## config.mk

```make
export PLATFORM = sky130hd
export DESIGN_NAME = acia_6502
export DESIGN_NICKNAME = d
export VERILOG_FILES = /design/src/rtl/acia_6502.sv
export SDC_FILE = /design/constraint.sdc
export NUM_CORES = 1
export LEC_CHECK = 0
export BUFFER_PORTS_ARGS = -buffer_cell sky130_fd_sc_hd__buf_4
export CELL_PAD_IN_SITES_DETAIL_PLACEMENT = 1
export CELL_PAD_IN_SITES_GLOBAL_PLACEMENT = 2
export CORE_MARGIN = 4
export CORE_UTILIZATION = 45
export CTS_BUF_LIST = sky130_fd_sc_hd__clkbuf_2
export DETAILED_ROUTE_END_ITERATION = 10
export GPL_ROUTABILITY_DRIVEN = 0
export GPL_TIMING_DRIVEN = 0
export PLACE_DENSITY_LB_ADDON = 0.1
export SYNTH_ARGS = -nofsm -noshare
export SYNTH_HDL_FRONTEND = slang
export SYNTH_SLANG_ARGS = --single-unit
```

## constraint.sdc

```tcl
create_clock -name clk -period 2.1 [get_ports clk]
set_input_delay 0.315 -clock clk [delete_from_list [all_inputs] [get_ports clk]]
set_output_delay 0.315 -clock clk [all_outputs]
set_load 0.005 [all_outputs]
```

## src/rtl/acia_6502.sv

```systemverilog
// 6502-bus UART responder: 8N1 transmitter with one holding register, receiver with
// a small RX FIFO, four byte registers, registered read data and a level irq.
module acia_6502 #(
  parameter int DIV          = 40,
  parameter int RXDEPTH_LOG2 = 2
) (
  input  logic       clk,
  input  logic       reset,
  input  logic       cs,
  input  logic       we,
  input  logic [1:0] addr,
  input  logic [7:0] din,
  output logic [7:0] dout,
  output logic       irq,
  input  logic       rx,
  output logic       tx
);

  localparam int CW    = $clog2(DIV);
  localparam int DEPTH = 1 << RXDEPTH_LOG2;

  localparam logic [CW-1:0]         BIT_END  = CW'(DIV - 1);
  localparam logic [CW-1:0]         HALF_END = CW'(DIV / 2 - 1);
  localparam logic [RXDEPTH_LOG2:0] FULL     = (RXDEPTH_LOG2 + 1)'(DEPTH);

  localparam logic [1:0] S_IDLE  = 2'd0;
  localparam logic [1:0] S_START = 2'd1;
  localparam logic [1:0] S_DATA  = 2'd2;
  localparam logic [1:0] S_STOP  = 2'd3;

  // Transmit side
  logic [7:0]    tx_hold, tx_shift;
  logic          tx_full;
  logic [1:0]    tx_state;
  logic [CW-1:0] tx_cnt;
  logic [2:0]    tx_bit;

  // Receive side
  logic          rx_s1, rx_s2, rx_s3;
  logic [1:0]    rx_state;
  logic [CW-1:0] rx_cnt;
  logic [2:0]    rx_bit;
  logic [7:0]    rx_shift;

  // FIFO and register state
  logic [7:0]              fifo_mem [DEPTH];
  logic [RXDEPTH_LOG2-1:0] wr_ptr, rd_ptr;
  logic [RXDEPTH_LOG2:0]   rx_count;
  logic                    ovr, fe;
  logic [1:0]              ctrl;

  logic bus_wr, bus_rd, pop, rx_push, push_ok, rx_ne, tx_busy;
  logic [7:0] status;

  assign bus_wr  = cs & we;
  assign bus_rd  = cs & ~we;
  assign rx_ne   = (rx_count != '0);
  assign pop     = bus_rd && (addr == 2'd0) && rx_ne;
  assign rx_push = (rx_state == S_STOP) && (rx_cnt == BIT_END);
  // A pop in the same cycle frees the slot, so a full FIFO still accepts the byte.
  assign push_ok = rx_push && ((rx_count != FULL) || pop);
  assign tx_busy = (tx_state != S_IDLE);
  assign status  = {irq, 2'b00, tx_busy, fe, ovr, ~tx_full, rx_ne};

  // NOTE: every sequential block uses non-blocking assignments so that all state
  // updates see the pre-edge values of their inputs, independent of block order.
  always_ff @(posedge clk or negedge reset) begin
    if (!reset) begin
      tx_hold  <= '0;
      tx_shift <= '0;
      tx_full  <= 1'b0;
      tx_state <= S_IDLE;
      tx_cnt   <= '0;
      tx_bit   <= '0;
      tx       <= 1'b1;
    end else begin
      if (bus_wr && (addr == 2'd0) && !tx_full) begin
        tx_hold <= din;
        tx_full <= 1'b1;
      end
      tx_cnt <= (tx_state == S_IDLE || tx_cnt == BIT_END) ? '0 : tx_cnt + CW'(1);
      case (tx_state)
        S_IDLE: if (tx_full) begin
          tx_shift <= tx_hold;
          tx_full  <= 1'b0;
          tx_state <= S_START;
          tx       <= 1'b0;
        end
        S_START: if (tx_cnt == BIT_END) begin
          tx_state <= S_DATA;
          tx_bit   <= '0;
          tx       <= tx_shift[0];
        end
        S_DATA: if (tx_cnt == BIT_END) begin
          if (tx_bit == 3'd7) begin
            tx_state <= S_STOP;
            tx       <= 1'b1;
          end else begin
            tx_bit   <= tx_bit + 3'd1;
            tx_shift <= {1'b0, tx_shift[7:1]};
            tx       <= tx_shift[1];
          end
        end
        default: if (tx_cnt == BIT_END) begin
          // Back-to-back frames: reload straight into START with no idle bit.
          if (tx_full) begin
            tx_shift <= tx_hold;
            tx_full  <= 1'b0;
            tx_state <= S_START;
            tx       <= 1'b0;
          end else begin
            tx_state <= S_IDLE;
          end
        end
      endcase
    end
  end

  always_ff @(posedge clk or negedge reset) begin
    if (!reset) begin
      rx_s1    <= 1'b1;
      rx_s2    <= 1'b1;
      rx_s3    <= 1'b1;
      rx_state <= S_IDLE;
      rx_cnt   <= '0;
      rx_bit   <= '0;
      rx_shift <= '0;
    end else begin
      rx_s1 <= rx;
      rx_s2 <= rx_s1;
      rx_s3 <= rx_s2;
      case (rx_state)
        S_IDLE: begin
          rx_cnt <= '0;
          if (rx_s3 && !rx_s2) rx_state <= S_START;
        end
        S_START: if (rx_cnt == HALF_END) begin
          rx_cnt   <= '0;
          rx_bit   <= '0;
          rx_state <= rx_s2 ? S_IDLE : S_DATA;
        end else begin
          rx_cnt <= rx_cnt + CW'(1);
        end
        S_DATA: if (rx_cnt == BIT_END) begin
          rx_cnt   <= '0;
          rx_shift <= {rx_s2, rx_shift[7:1]};
          if (rx_bit == 3'd7) rx_state <= S_STOP;
          else                rx_bit   <= rx_bit + 3'd1;
        end else begin
          rx_cnt <= rx_cnt + CW'(1);
        end
        default: if (rx_cnt == BIT_END) begin
          rx_cnt   <= '0;
          rx_state <= S_IDLE;
        end else begin
          rx_cnt <= rx_cnt + CW'(1);
        end
      endcase
    end
  end

  // NOTE: the FIFO storage has no reset; the pointers and count define which
  // entries are valid, and leaving the array unreset keeps it mappable to RAM.
  always_ff @(posedge clk) begin
    if (push_ok) fifo_mem[wr_ptr] <= rx_shift;
  end

  always_ff @(posedge clk or negedge reset) begin
    if (!reset) begin
      wr_ptr   <= '0;
      rd_ptr   <= '0;
      rx_count <= '0;
      ovr      <= 1'b0;
      fe       <= 1'b0;
      ctrl     <= 2'b00;
      dout     <= 8'h00;
      irq      <= 1'b0;
    end else begin
      if (push_ok) wr_ptr <= wr_ptr + 1'b1;
      if (pop)     rd_ptr <= rd_ptr + 1'b1;
      case ({push_ok, pop})
        2'b10:   rx_count <= rx_count + 1'b1;
        2'b01:   rx_count <= rx_count - 1'b1;
        default: rx_count <= rx_count;
      endcase

      if (bus_wr && (addr == 2'd3)) begin
        ovr <= 1'b0;
        fe  <= 1'b0;
      end
      if (rx_push && !push_ok) ovr <= 1'b1;
      if (rx_push && !rx_s2)   fe  <= 1'b1;
      if (bus_wr && (addr == 2'd2)) ctrl <= din[1:0];

      if (bus_rd) begin
        case (addr)
          2'd0:    dout <= pop ? fifo_mem[rd_ptr] : 8'h00;
          2'd1:    dout <= status;
          2'd2:    dout <= {6'b0, ctrl};
          default: dout <= 8'h00;
        endcase
      end

      irq <= (ctrl[0] & rx_ne) | (ctrl[1] & ~tx_full);
    end
  end

endmodule
```

### After elaboration in Yosys (flattened, before gate mapping)

Memories as Yosys holds them, arrays and structs flattened.
Cells that the tools add are included.
W data, S select, Z words.

* register bits after elaboration: 71
* RAM bits: 32
* input bits: 15
* output and inout bits: 10
* word-level logic and storage cells: 150
* memories: 1

Memory list
* fifo_mem: words 4, bits a word 8, rd ports 1, clocked after Yosys merged registers in 0, wr ports 1, RTL line 46 `logic [7:0] fifo_mem [DEPTH];`

* add/sub/neg operators: 8
* eq/ne operators: 26
* mux-type cells: 49
* bitwise gates (word level): 8
* reductions and logical operators: 36

Operator list (number)
* $pmux W8 S3: 2
* $mux W8: 5
* $mux W2: 11
* $ne A2 B2 Y1 const B: 10
* $mux W3: 6
* $mux W6: 3
* $pmux W3 S2: 3
* $mux W1: 14
* $reduce_bool A2 Y1: 7
* $add A6 B1 Y6 const B: 2
* $eq A2 B2 Y1 const B: 6
* $eq A6 B6 Y1 const B: 2
* $pmux W2 S3: 2
* $pmux W6 S2: 1
* $reduce_and A4 Y1: 3
* $logic_and A1 B1 Y1: 11
* $reduce_and A5 Y1: 2
* $add A3 B1 Y3 const B: 3
* $eq A2 B1 Y1 const B: 4
* $eq A3 B3 Y1 const B: 2
* $eq A6 B5 Y1 const B: 1
* $logic_not A2 Y1: 3
* $reduce_bool A3 Y1: 2
* $add A2 B1 Y2 const B: 2
* 12 further kinds: 20

### Depth between registers and ports, before layout

* word-level depth: 9
* mapped depth: 9

### Worst setup path after synthesis

OpenSTA, ideal clock, no wires.

* path kind: register to register
* from: register tx_state[0]
* to: register tx_shift[4]
* arrival time: 1.790 ns
* data required time: 1.975 ns
* slack: 0.186 ns
* stages on the path, launching flop included: 7
* buffers on the path: 2
* clock period less this slack: 1.914 ns
* cells stage by stage: dfrtp_1 inv_1 ha_1 clkbuf_1 clkbuf_1 mux2_2 mux2_2

* longest elaborated chain between the ends: 3
* elaborated cells between the ends (all ways): 9
* those cells by class: eq/ne (4); mux (1); bitwise (1); reduce/logical (3)

RTL lines
* start: declaration: RTL line 34 `logic [1:0] tx_state;`
* start signal: assignment: RTL line 72 `tx_state <= S_IDLE;`
* start signal: assignment: RTL line 86 `tx_state <= S_START;`
* start signal: assignment: RTL line 90 `tx_state <= S_DATA;`
* $eq A2 B2 Y1, or another cell as far along: RTL line 82 `case (tx_state)`
* $ne A2 B2 Y1 (no source line), or another cell as far along
* $reduce_and A4 Y1 (no source line)
* end signal: assignment: RTL line 84 `tx_shift <= tx_hold;`
* end signal: assignment: RTL line 100 `tx_shift <= {1'b0, tx_shift[7:1]};`
* end signal: assignment: RTL line 107 `tx_shift <= tx_hold;`
* end: declaration: RTL line 32 `logic [7:0] tx_hold, tx_shift;`

Several ways; a longest one is shown, not always the timed one.
A chain may end at the register's enable or synchronous reset.

### Worst setup path in the final report

* from: register rx_cnt[0]
* to: register rx_count[2]

* longest elaborated chain between the ends: 5
* elaborated cells between the ends (all ways): 7
* those cells by class: eq/ne (3); mux (1); reduce/logical (3)

RTL lines
* start: declaration: RTL line 41 `logic [CW-1:0] rx_cnt;`
* start signal: assignment: RTL line 142 `rx_cnt <= rx_cnt + CW'(1);`
* start signal: assignment: RTL line 150 `rx_cnt <= rx_cnt + CW'(1);`
* start signal: assignment: RTL line 156 `rx_cnt <= rx_cnt + CW'(1);`
* $eq A6 B6 Y1 *: RTL line 59 `assign rx_push = (rx_state == S_STOP) && (rx_cnt == BIT_END);`
* $logic_and A1 B1 Y1 *: RTL line 59
* $logic_and A1 B1 Y1 *: RTL line 61 `assign push_ok = rx_push && ((rx_count != FULL) || pop);`
* $eq A2 B1 Y1 / $eq A2 B2 Y1 (equally long branches): RTL line 181 `case ({push_ok, pop})`
* $pmux W3 S2 / $reduce_bool A2 Y1 (equally long branches)
* end signal: assignment: RTL line 182 `2'b10: rx_count <= rx_count + 1'b1;`
* end signal: assignment: RTL line 183 `2'b01: rx_count <= rx_count - 1'b1;`
* end signal: assignment: RTL line 184 `default: rx_count <= rx_count;`
* end: declaration: RTL line 48 `logic [RXDEPTH_LOG2:0] rx_count;`

Every way passes the cells marked *; elsewhere a longest branch is shown, timed or not.

==> summary.json <==
{
  "worst-endpoint-required": {"value": 2640, "unit": "ps"},
  "outcome": {"value": "complete, no violations"},
  "share_clk_of_total_power": {"value": 17.2, "unit": "%"},
  "floorplan.initialDensity": {"value": 46.35, "unit": "%"},
  "timing.clock.skew": {"value": 26.45, "unit": "ps"},
  "yosysWarnings": {"value": 0},
  "floorplan.die_area": {"value": 0.01174, "unit": "mm²"},
  "net_total_in_the_final_layout": {"value": 409},
  "hp-class": {"value": "primary input to flip-flop"},
  "slew_headroom": {"value": 38.61, "unit": "%"},
  "clock.fmax": {"value": 503.8, "unit": "MHz"},
  "final_hold_viol_count": {"value": 0},
  "switching_share": {"value": 33.92, "unit": "%"},
  "first_pass_grt_wire_length": {"value": 15080, "unit": "µm"},
  "vias": {"value": 2712},
  "ys.flop_type": {"value": "dfrtp_1"},
  "start_kind": {"value": "flip-flop"},
  "cp.arrival": {"value": 2530, "unit": "ps"},
  "h-tree-depth": {"value": 3},
  "mostFrequentLayoutCells": {"value": "dfrtp_1 (67), mux2_2 (38), edfxtp_1 (32)"},
  "die_w": {"value": 108.3, "unit": "µm"},
  "floorplan.die.height": {"value": 108.3, "unit": "µm"},
  "routed_metal_1_wire_length": {"value": 3805, "unit": "µm"},
  "comb_power_share": {"value": 30.0, "unit": "%"},
  "drtIter0Drc": {"value": 84},
  "vias_per_cell": {"value": 5.246},
  "antenna_violations_before_repair": {"value": 0},
  "maximum_net_fanout_on_the_critical_path": {"value": 5},
  "synthesis.area": {"value": 0.004531, "unit": "mm²"},
  "fin_crit_sh": {"value": 94.53, "unit": "%"},
  "synth_nets": {"value": 363},
  "numPlacedInstances": {"value": 488},
  "drt_wl_total": {"value": 8833, "unit": "µm"},
  "leakage": {"value": 2.171, "unit": "nW"},
  "layout_area_growth_over_synthesis": {"value": 14.14, "unit": "%"},
  "amount_of_wire_on_met2_after_detailed_routing": {"value": 4549, "unit": "µm"},
  "grt_setup_unrepaired": {"value": "yes"},
  "class_of_the_most_critical_setup_path": {"value": "flip-flop to flip-flop"},
  "max_cap_violations": {"value": 0},
  "synth-edff-count": {"value": 32},
  "fraction_of_final_layout_cells_sized_beyond_drive_strength_1": {"value": 30.21, "unit": "%"},
  "core_area": {"value": 0.009774, "unit": "mm²"},
  "io-pin-count": {"value": 25},
  "p_seq_share": {"value": 52.7, "unit": "%"},
  "finish.cell_count_without_fillers": {"value": 517},
  "syn_inst": {"value": 333},
  "cts_tree": {"value": "built"},
  "yosysSeqAreaShare": {"value": 60.54, "unit": "%"},
  "grtUsageTotal": {"value": 16.93, "unit": "%"},
  "intPower": {"value": 0.003399, "unit": "W"},
  "antenna-diode-count": {"value": 0},
  "dp_wirelength": {"value": 6161, "unit": "µm"},
  "synth.lib_cells_used.distinct": {"value": 48},
  "clock_tree.root_cell": {"value": "clkbuf_2"},
  "worstSkewPairLatency": {"value": 600, "unit": "ps"},
  "vdd_ir_drop_max": {"value": 0.0005013, "unit": "V"},
  "worst_slew_pin_slew": {"value": 920.9, "unit": "ps"},
  "yosys_register_bits": {"value": 103},
  "power.net_switching": {"value": 0.001745, "unit": "W"},
  "power.density": {"value": 994.7, "unit": "mW/mm²"},
  "numClockSinks": {"value": 103},
  "io_buffer_count": {"value": 22},
  "route.antenna.remaining_nets": {"value": 0},
  "max-clock-path-buffers": {"value": 2},
  "fin_total_pwr": {"value": 0.005144, "unit": "W"},
  "cts-buffers-inserted": {"value": 9},
  "globalRouteOverflowTotal": {"value": 0},
  "critPathCaptureType": {"value": "flip-flop"},
  "first_global_vias": {"value": 3032},
  "final-setup-viol-count": {"value": 0},
  "drc_violations_left": {"value": 0},
  "max_layer_used": {"value": "met4"},
  "fraction_of_registers_with_async_set_reset": {"value": 68.93, "unit": "%"},
  "cts.reportedPaths.clkPinSlew": {"value": 280, "unit": "ps"},
  "timing_max_transition_violations_final": {"value": 0},
  "avgRoutedWirePerCell": {"value": 17.09, "unit": "µm"},
  "grt_start_max_net_pins": {"value": 72},
  "placement_rows": {"value": 36},
  "min_period": {"value": 1985, "unit": "ps"},
  "mostFrequentLayoutCell": {"value": "dfrtp_1"},
  "postSynthAreaPerCell": {"value": 13.61, "unit": "µm²"},
  "wl_met3": {"value": 277, "unit": "µm"},
  "drt_pre_antenna_iters": {"value": 4}
}
-- sequential cells by signal, indices dropped and copies added, names as in the netlist, 3 cells and up --
signal    cells
tx_hold       8
rx_bit        3
dout          8
rx_shift      8
rx_count      3
tx_cnt        6
tx_shift      8
fifo_mem     32
tx_bit        3
rx_cnt        6
-- final timing paths --
path                       cells past startpoint       from     endpoint  slack (ps)
setup / recovery                               8  rx_cnt[0]  rx_count[2]         110
hold / removal                                 4         cs          ovr          90
setup reg to reg                               8  rx_cnt[0]  rx_count[2]         110
hold reg to reg                                0      rx_s1        rx_s2         380
max in group asynchronous                      2      reset  tx_shift[0]        1160
min in group asynchronous                      2      reset      dout[4]         350
-- final cells by class --
| class | instances | area [µm²] |
|---|---|---|
| tap | 133 | 166.4 |
| timing repair buffer | 36 | 295.3 |
| sequential | 103 | 2743 |
| buffer | 11 | 63.81 |
| clock inverter | 7 | 62.56 |
| fill | 991 | 4603 |
| inverter | 12 | 45.04 |
| multi-input combinational | 206 | 1750 |
| clock buffer | 9 | 45.04 |
-- critical path: stages, from the launching register on --
cell and delay [ps]:
dfrtp_1 490, ha_4 200, and3_1 150, nand4_1 140, nand2_1 140, inv_1 60
fa_1 380, o22ai_1 220, xor2_1 180
-- synth_stat cells (all sizes together), types with 8 or more instances --
master	instances	area, µm²
nand2	25	93.84
o21ai	11	55.05
mux2	38	427.9
a21oi	9	45.04
inv	12	45.04
dfrtp	67	1677
edfxtp	32	960.9
ha	14	175.2
mux4	8	180.2
nor2	21	81.33
a22o	9	81.33
-- what timing repair did --
action / 4_1_cts / 5_1_grt
endpoints found under the setup margin: 46 / 37
hold endpoints to repair: 78 / 0
pin swaps: 0 / 2
hold buffers: 10 / 0
buffers inserted: 3 / 1
resized for setup: 12 / 12
gates cloned: 0 / 0
-- stage by stage --
step	utilization (%)	setup TNS, ps	hold WS (ps)	cell area (µm²)	setup WS (ps)
after floorplan	-	0	19.41	4531	185.6
after global placement	49.74	-9233	347.6	4862	-268.1
after detailed placement	49.74	-11460	348.4	4862	-362.1
after CTS	52.33	-0.1252	4.496	5115	-0.1110
after global routing	52.91	-2.254	44.47	5171	-2.254
final	52.91	0	92.25	5171	114.9
-- metal layers --
| metal | up-vias | GRT usage [%] |
|---|---|---|
| met5 | - | 0 |
| met4 | 0 | 6.222 |
| met3 | 18 | 4.418 |
| met2 | 33 | 29.26 |
| met1 | 1375 | 20.40 |
| li1 | 1286 | - |
-- logic make-up after synthesis --
logic type	share of synthesized area, %
AOI/OAI and AO/OA	7.373
xor gates and xnor gates	2.513
DFF	60.54
muxes	13.42
and+or+nand+nor	9.583
buffers and inverters	2.265
adders and majority gates	4.308
-- power groups by stage --
stage          clock network, W  logic (W)  registers (W)
4_1_cts                0.000946    0.00154        0.00270
2_1_floorplan                 0    0.00111        0.00265
3_5_place_dp                  0    0.00151        0.00274
6_report               0.000886    0.00155        0.00271
5_1_grt                 0.00103    0.00175        0.00277
3_3_place_gp                  0    0.00145        0.00272
Power figures use the tool's default switching activity.
